[config.mk]
export PLATFORM = sky130hd
export DESIGN_NAME = imem_loader
export DESIGN_NICKNAME = d
export VERILOG_FILES = /design/src/rtl/imem_pkg.sv /design/src/rtl/imem_word_packer.sv /design/src/rtl/imem_loader.sv
export SDC_FILE = /design/constraint.sdc
export NUM_CORES = 1
export LEC_CHECK = 0
export ABC_AREA = 1
export BUFFER_PORTS_ARGS = -buffer_cell sky130_fd_sc_hd__buf_2
export CORE_AREA = 2 2 158 121
export DETAILED_ROUTE_END_ITERATION = 12
export DIE_AREA = 0 0 160 123
export GPL_TIMING_DRIVEN = 0
export PLACE_DENSITY_LB_ADDON = 0.1
export REMOVE_ABC_BUFFERS = 1
export SLEW_MARGIN = 30
export SYNTH_ARGS = -nofsm -noshare
export SYNTH_HDL_FRONTEND = slang
export SYNTH_SLANG_ARGS = --single-unit
[constraint.sdc]
create_clock -name clk -period 1.7 [get_ports clk]
set_input_delay 0.255 -clock clk [delete_from_list [all_inputs] [get_ports clk]]
set_output_delay 0.255 -clock clk [all_outputs]
set_load 0.01 [all_outputs]
[src/rtl/imem_pkg.sv]
// Types and constants shared by the instruction-memory loader and the instruction memory.
package imem_pkg;

  localparam int unsigned IMEM_DEPTH  = 512;
  localparam int unsigned IMEM_ADDR_W = 9;

  typedef enum logic [2:0] {
    StIdle,
    StLenLo,
    StLenHi,
    StData,
    StCheck,
    StDone,
    StErr
  } loader_state_t;

  typedef enum logic [1:0] {
    ERR_NONE = 2'd0,
    ERR_LEN  = 2'd1,
    ERR_CHK  = 2'd2,
    ERR_TMO  = 2'd3
  } err_code_t;

endpackage

[src/rtl/imem_word_packer.sv]
// Little-endian byte-to-word assembler: the first byte lands in [7:0]; the finished
// word and a one-cycle word_ready pulse appear the cycle after the fourth byte.
module imem_word_packer (
  input  logic        clk,
  input  logic        rst,
  input  logic        clear,
  input  logic        byte_valid,
  input  logic [7:0]  byte_data,
  output logic [1:0]  byte_idx,
  output logic [31:0] word,
  output logic        word_ready
);

  logic [1:0]  idx_q;
  logic [23:0] asm_q;
  logic [31:0] word_q;
  logic        ready_q;

  always_ff @(posedge clk) begin
    if (rst) begin
      idx_q   <= 2'd0;
      asm_q   <= 24'd0;
      word_q  <= 32'd0;
      ready_q <= 1'b0;
    end else begin
      ready_q <= 1'b0;
      if (clear) begin
        idx_q <= 2'd0;
      end else if (byte_valid) begin
        idx_q <= idx_q + 2'd1;
        if (idx_q == 2'd3) begin
          // word_q only changes here, so the write data holds between writes
          word_q  <= {byte_data, asm_q};
          ready_q <= 1'b1;
        end else begin
          asm_q <= {byte_data, asm_q[23:8]};
        end
      end
    end
  end

  assign byte_idx   = idx_q;
  assign word       = word_q;
  assign word_ready = ready_q;

endmodule

[src/rtl/imem_loader.sv]
// Loads a length-prefixed, checksummed byte stream into the instruction memory while
// holding the CPU in reset; reports done or an error code when the load ends.
module imem_loader
  import imem_pkg::*;
#(
  parameter int unsigned DEPTH       = IMEM_DEPTH,
  parameter int unsigned ADDR_W      = IMEM_ADDR_W,
  parameter int unsigned TIMEOUT_CYC = 1000000
) (
  input  logic              clk,
  input  logic              rst,
  input  logic              start,
  input  logic [7:0]        rx_data,
  input  logic              rx_valid,
  output logic              mem_we,
  output logic [ADDR_W-1:0] mem_addr,
  output logic [31:0]       mem_wdata,
  output logic              busy,
  output logic              done,
  output logic              err,
  output logic [1:0]        err_code,
  output logic              cpu_rst,
  output logic [ADDR_W:0]   words_loaded
);

  localparam int unsigned      TMO_W    = $clog2(TIMEOUT_CYC + 1);
  localparam logic [TMO_W-1:0] TMO_LAST = TMO_W'(TIMEOUT_CYC - 1);
  localparam logic [TMO_W-1:0] TMO_ONE  = TMO_W'(1);
  localparam logic [15:0]      MAX_LEN  = 16'(DEPTH);
  localparam logic [ADDR_W:0]  CNT_ONE  = (ADDR_W + 1)'(1);

  loader_state_t     state_q;
  err_code_t         err_code_q;
  logic              busy_q, done_q, err_q, cpu_rst_q;
  logic [ADDR_W:0]   words_q;
  logic [ADDR_W:0]   len_q;
  logic [7:0]        len_lo_q;
  logic [7:0]        sum_q;
  logic [TMO_W-1:0]  tmo_q;
  logic [ADDR_W-1:0] addr_q;

  logic [15:0] len_in;
  logic        last_word;
  logic        pack_valid;
  logic        pack_clear;
  logic [1:0]  byte_idx;
  logic [31:0] pack_word;
  logic        word_ready;

  assign len_in     = {rx_data, len_lo_q};
  assign last_word  = (words_q == len_q - CNT_ONE);
  assign pack_valid = rx_valid && (state_q == StData);
  assign pack_clear = start && !busy_q;

  imem_word_packer u_packer (
    .clk        (clk),
    .rst        (rst),
    .clear      (pack_clear),
    .byte_valid (pack_valid),
    .byte_data  (rx_data),
    .byte_idx   (byte_idx),
    .word       (pack_word),
    .word_ready (word_ready)
  );

  always_ff @(posedge clk) begin
    if (rst) begin
      state_q    <= StIdle;
      err_code_q <= ERR_NONE;
      busy_q     <= 1'b0;
      done_q     <= 1'b0;
      err_q      <= 1'b0;
      cpu_rst_q  <= 1'b0;
      words_q    <= '0;
      len_q      <= '0;
      len_lo_q   <= 8'd0;
      sum_q      <= 8'd0;
      tmo_q      <= '0;
      addr_q     <= '0;
    end else begin
      if (word_ready) words_q <= words_q + CNT_ONE;

      unique case (state_q)
        StIdle, StDone, StErr: begin
          if (start) begin
            state_q    <= StLenLo;
            busy_q     <= 1'b1;
            cpu_rst_q  <= 1'b1;
            done_q     <= 1'b0;
            err_q      <= 1'b0;
            err_code_q <= ERR_NONE;
            words_q    <= '0;
            sum_q      <= 8'd0;
            tmo_q      <= '0;
          end
        end
        StLenLo: begin
          if (rx_valid) begin
            len_lo_q <= rx_data;
            state_q  <= StLenHi;
          end
        end
        StLenHi: begin
          if (rx_valid) begin
            if (len_in == 16'd0 || len_in > MAX_LEN) begin
              state_q    <= StErr;
              busy_q     <= 1'b0;
              err_q      <= 1'b1;
              err_code_q <= ERR_LEN;
            end else begin
              len_q   <= len_in[ADDR_W:0];
              state_q <= StData;
            end
          end
        end
        StData: begin
          if (rx_valid) begin
            sum_q <= sum_q + rx_data;
            if (byte_idx == 2'd3) begin
              // Earlier writes have retired by now, so words_q is this word's index.
              addr_q <= words_q[ADDR_W-1:0];
              if (last_word) state_q <= StCheck;
            end
          end
        end
        StCheck: begin
          if (rx_valid) begin
            if (rx_data == sum_q) begin
              state_q   <= StDone;
              busy_q    <= 1'b0;
              done_q    <= 1'b1;
              cpu_rst_q <= 1'b0;
            end else begin
              state_q    <= StErr;
              busy_q     <= 1'b0;
              err_q      <= 1'b1;
              err_code_q <= ERR_CHK;
            end
          end
        end
        default: state_q <= StIdle;
      endcase

      // Every busy state accepts bytes, so only silent cycles advance the timeout.
      if (busy_q) begin
        if (rx_valid) begin
          tmo_q <= '0;
        end else if (tmo_q == TMO_LAST) begin
          state_q    <= StErr;
          busy_q     <= 1'b0;
          err_q      <= 1'b1;
          err_code_q <= ERR_TMO;
        end else begin
          tmo_q <= tmo_q + TMO_ONE;
        end
      end
    end
  end

  assign mem_we       = word_ready;
  assign mem_addr     = addr_q;
  assign mem_wdata    = pack_word;
  assign busy         = busy_q;
  assign done         = done_q;
  assign err          = err_q;
  assign err_code     = err_code_q;
  assign cpu_rst      = cpu_rst_q;
  assign words_loaded = words_q;

endmodule
Word level (Yosys, flattened, before mapping)
Index checks and enable logic that the tools add are counted.

word-level totals
  flip-flop bits (word level) = 133
  input port bits = 12
  output and inout bits = 58
  word-level logic and storage cells = 117

cells by class
  add/sub/neg operators = 5
  magnitude comparators = 1
  equal/unequal tests = 14
  multiplexer cells = 59
  bitwise logic cells = 4
  reduce and logical (&&, ||, !) cells = 18

operators with widths
  cell                     count
  $mux W20                 5
  $mux W3                  11
  $mux W10                 3
  $mux W1                  22
  $add A20 B1 Y20 const B  1
  $eq A20 B20 Y1 const B   1
  $mux W2                  9
  $gt A16 B10 Y1 const B   1
  $logic_not A16 Y1        1
  $mux W8                  2
  $pmux W8 S2              1
  $pmux W3 S5              1
  $reduce_and A3 Y1        5
  $add A10 B1 Y10 const B  1
  $eq A10 B10 Y1           1
  $sub A10 B1 Y10 const B  1
  $eq A3 B3 Y1 const B     3
  $add A8 B8 Y8            1
  $eq A8 B8 Y1             1
  $ne A2 B2 Y1 const B     4
  $eq A3 B2 Y1 const B     2
  $pmux W1 S3              2
  $pmux W2 S3              1
  $reduce_or A3 Y1         2
  13 further kinds         19

Depth between registers and ports, before layout
  word-level depth = 9
  mapped depth = 15
  gate-level depth less buffers = 15

Modules after synthesis
A second synthesis with hierarchy kept.

second synthesis, totals
  cells, all modules = 1023
  area total of the unflattened synthesis = 6917.9 µm²

by module, submodules not included
  module            instances  cells an instance  area an instance (µm²)  sequential area each (µm²)
  imem_loader       1          646                4393.0                  1481.4
  imem_word_packer  1          377                2524.9                  1181.1

Worst setup path before layout
OpenSTA, ideal clock, no wires.

  path kind = register to register
  from = register sum_q[0]
  to = register sum_q[6]
  library setup time = 70 ps
  arrival time = 1578 ps
  data required time = 1630 ps
  slack = 52 ps
  cell stages (with the launch flop) = 11
  buffers on the path = 0
  period minus slack after synthesis = 1648 ps
  cells stage by stage = dfxtp_1 -> ha_1 -> fa_1 -> nand3_1 -> nand3_1 -> nand2_1 -> nand2_1 -> a21oi_1 -> xor2_1 -> nand2_1 -> a21oi_1

between the ends
  word-level cells in the longest chain between the ends = 3

RTL lines
  element                   line                source
  start: declaration        imem_loader.sv:38   logic [7:0] sum_q;
  start signal: assignment  imem_loader.sv:118  sum_q <= sum_q + rx_data;
  $add A8 B8 Y8             imem_loader.sv:118
  $mux W8                   imem_loader.sv:117  if (rx_valid) begin
  $pmux W8 S2               imem_loader.sv:83   unique case (state_q)

Every way passes these cells. The select of a mux whose other input is x is not followed.
A chain may end at the register's enable or synchronous reset.

Worst setup path in the final report
  from = register u_packer.idx_q[0] (netlist: u_packer.byte_idx[0])
  to = register state_q[1]

between the ends
  word-level cells in the longest chain between the ends = 7

RTL lines
  element                   line                    source
  start: declaration        imem_word_packer.sv:14  logic [1:0] idx_q;
  start signal: assignment  imem_word_packer.sv:30  idx_q <= idx_q + 2'd1;
  $eq A2 B2 Y1 *            imem_loader.sv:119      if (byte_idx == 2'd3) begin
  $mux W3 *                 imem_loader.sv:119
  $mux W3 *                 imem_loader.sv:117
  $pmux W3 S5 *             imem_loader.sv:83
  $mux W3                   imem_loader.sv:148      end else if (tmo_q == TMO_LAST) begin
  $mux W3                   imem_loader.sv:146      if (rx_valid) begin
  $mux W3 *                 imem_loader.sv:145      if (busy_q) begin
  end signal: assignment    imem_loader.sv:86       state_q <= StLenLo;
  end signal: assignment    imem_loader.sv:141      default: state_q <= StIdle;
  end signal: assignment    imem_loader.sv:149      state_q <= StErr;
  end: declaration          imem_loader.sv:32       loader_state_t state_q;

Every way passes the cells marked *; elsewhere a longest branch is shown, timed or not.

==> reports/qor.txt <==
status = complete, but fails checks
failing checks = negative setup slack
layout cell share with drive strength beyond 1 = 24.7%
Cell Area, Synth = 6250 µm²
final hold violation count = 0
CP required = 2010 ps
PwrDens = 1090 nW/µm²
Tightest Pin Transition = 773 ps
initial core utilization = 34.3%
syn avg cell area = 7.07 µm²
worst r2r dst = state_q[1]
Hold Path Class = input pin to flip-flop
DRC Markers = 0
max-slew violations = 0
dpl ws = -1280 ps
type of the worst setup path = flip-flop to flip-flop
Async S/R FF share, synth = 0%
Leak Pwr = 3.28 nW
via/cell ratio = 4.84
peak supply drop = 0.000606 V
Post-DP HPWL = 10,900 µm
Critical Path AT = 2080 ps
Worst path slowest cell = ha_2
Synth Flop Type = dfxtp_1
Synth Register Bits = 133
Util after Layout = 44.1%
FF-to-FF Start = u_packer.byte_idx[0]
final worst slack = -73.5 ps
first-pass GRT wire length = 28,400 µm
Top-Level Pins = 70
1st-iter DRT viols = 400
Crit path largest cell delay = 390 ps
CTS sink cnt = 133
vias in the first global route = 5,398
CTS tree = done
startpoint types = flip-flop
hold path cells = 3
pin count of the biggest net entering global routing = 66
Root Driver = clkbuf_16
wire length per cell = 14.5 µm
max cap viols = 0
CP Max Fanout = 4
Die Span X = 160 µm
CTS Buf Count = 17
post-synth top area share = 42.6%
Yosys cell types = 45
Final Wtd Congestion = 0.859
Syn. warnings = 0
hold wc startpoint = rx_data[7]
Final #Nets = 985
vias post-DR = 5,907
GRT Resource Usage Total = 18.2%
diode count = 0
ANT nets after route = 0
clk_skew = 9.34 ps
Cells after Synth = 884
commonest cells in the netlist = nand2_1 (184), dfxtp_1 (133), nor2_1 (123)
R2R depth = 9
number of synthesized flops with an enable pin = 0
post-layout min period = 1770 ps
Max Fclk = 0.564 GHz
CP cell instances = ha_2 -> nand2_1 -> nand3b_1 -> nor2_4 -> nand2_2 -> nand2_2 -> nand2_1 -> nand2_1 -> nand2_1
initial antenna violation count = 0
gr ovfl total = 0
# port buffers = 69
final cycle utilization of the critical path = 104%
clock transition at the registers of the reported paths = 70 ps
cell taking the most area after synthesis = dfxtp_1
Die Y = 123 µm
Layout area overhead = 28.3%
synth top area cells = dfxtp_1 (43%), nand2_1 (11%), nor2_1 (7.4%)
final setup violation count = 5
flop-to-flop setup slack = -70 ps
site row count = 43
worst-skew pair later-pin latency = 420 ps
htree depth = 4
crit end category = flip-flop
Hold EP = u_packer.word[31]
Rel. slew slack = 48.5%
count leader, synth = nand2_1
unrepaired setup endpoints after global routing = yes
Total Wirelength = 17,800 µm
drt first pass iters = 5
Die ar. = 19,700 µm²
CTS Buffer Depth = 2
CP most frequent cell = nand2_1
core area = 18,200 µm²
Seq/Total Area, Yosys = 42.6%
[what timing repair did]
item | 4_1_cts | 5_1_grt
gates cloned | 4 | 1
pin swaps | 6 | 30
resized for setup | 51 | 82
setup buffers | 8 | 13
hold buffers | 0 | 0
endpoints found under the setup margin | 113 | 126
[critical path, delay by kind of cell (launching register included)]
family                     cells  cell delay, ps
DFF                            1             360
adders and majority gates      1             390
and+or+nand+nor                8             910
[state kept, by name, summed over array words and instances (netlist names), 2 cells and up]
signal	cells
u_packer.word	32
u_packer.asm_q	24
tmo_q	20
len_q	10
words_loaded	10
mem_addr	9
len_lo_q	8
sum_q	8
state_q	3
err_code	2
u_packer.byte_idx	2
[cells by family after synthesis]
group           count (synthesis)  share of synthesized area, %
simple gates                  433                          30.1
compound gates                179                          15.2
flops                         133                          42.6
buf+inv                       112                          7.45
xor+xnor                       15                          2.10
fa+ha+maj                      12                          2.52
[metal layers]
metal  global-route usage [%]  wire length, µm  up-vias
met5                        0                0        -
met2                     26.1             7290       84
li1                         -                -     3070
met1                     27.7             9690     2742
met4                     4.73              152        0
met3                     3.69              616       11
[worst max path at each step]
stage / start / to / slack [ps] / depth (start not counted)
floorplan: state_q[0] / u_packer.word[0] / -290 / 9
global placement: rst / tmo_q[6] / -2070 / 4
detailed placement: state_q[0] / u_packer.word[12] / -1280 / 9
CTS: len_q[0] / state_q[1] / -110 / 15
global route: len_q[2] / state_q[1] / -230 / 14
finish: u_packer.byte_idx[0] / state_q[1] / -70 / 9
[per-stage QoR]
step | setup TNS (ps) | instances | power [mW] | hold WS, ps | area, µm²
after floorplan | -9400 | 847 | 4.34 | 317 | 6070
after global placement | -163640 | 1163 | 4.82 | 441 | 6720
after detailed placement | -75140 | 1163 | 4.80 | 451 | 6730
after CTS | -246 | 1207 | 8.69 | 157 | 7600
after global routing | -7310 | 1221 | 9.24 | 182 | 8020
final | -139 | 1221 | 8.77 | 176 | 8020
[placed cells by master (no fill, tap or decap), drive strengths merged]
cell type	instances
a211oi	1
a21oi	98
a22oi	1
a31oi	2
a41oi	1
buf	90
bufinv	1
clkbuf	17
clkinv	6
clkinvlp	2
dfxtp	133
fa	1
ha	11
inv	84
nand2	192
nand3	82
nand3b	3
nand4	8
nor2	129
nor3	13
nor3b	4
nor4	3
o211a	1
o21a	1
o21ai	72
o22ai	1
o31ai	1
or2	1
xnor2	3
xor2	12
[report_power, final]
part           leakage (nW)  internal [mW]  total [mW]  switching (mW)
Clock                 0.282           2.08        3.70            1.62
Combinational          1.91          0.483        1.64            1.15
Sequential             1.09           3.28        3.43           0.156
[layout make-up]
cell class,count,area [µm²]
multi-input cells,641,3520
repair buffers,90,529
flip-flops and latches,133,2700
repair inverters,3,41.3
inverters,75,335
clock inverters,15,158
well taps,247,309
fillers,1922,10200
clock buffers,17,425
No activity file was read; power rests on OpenSTA's default activity.
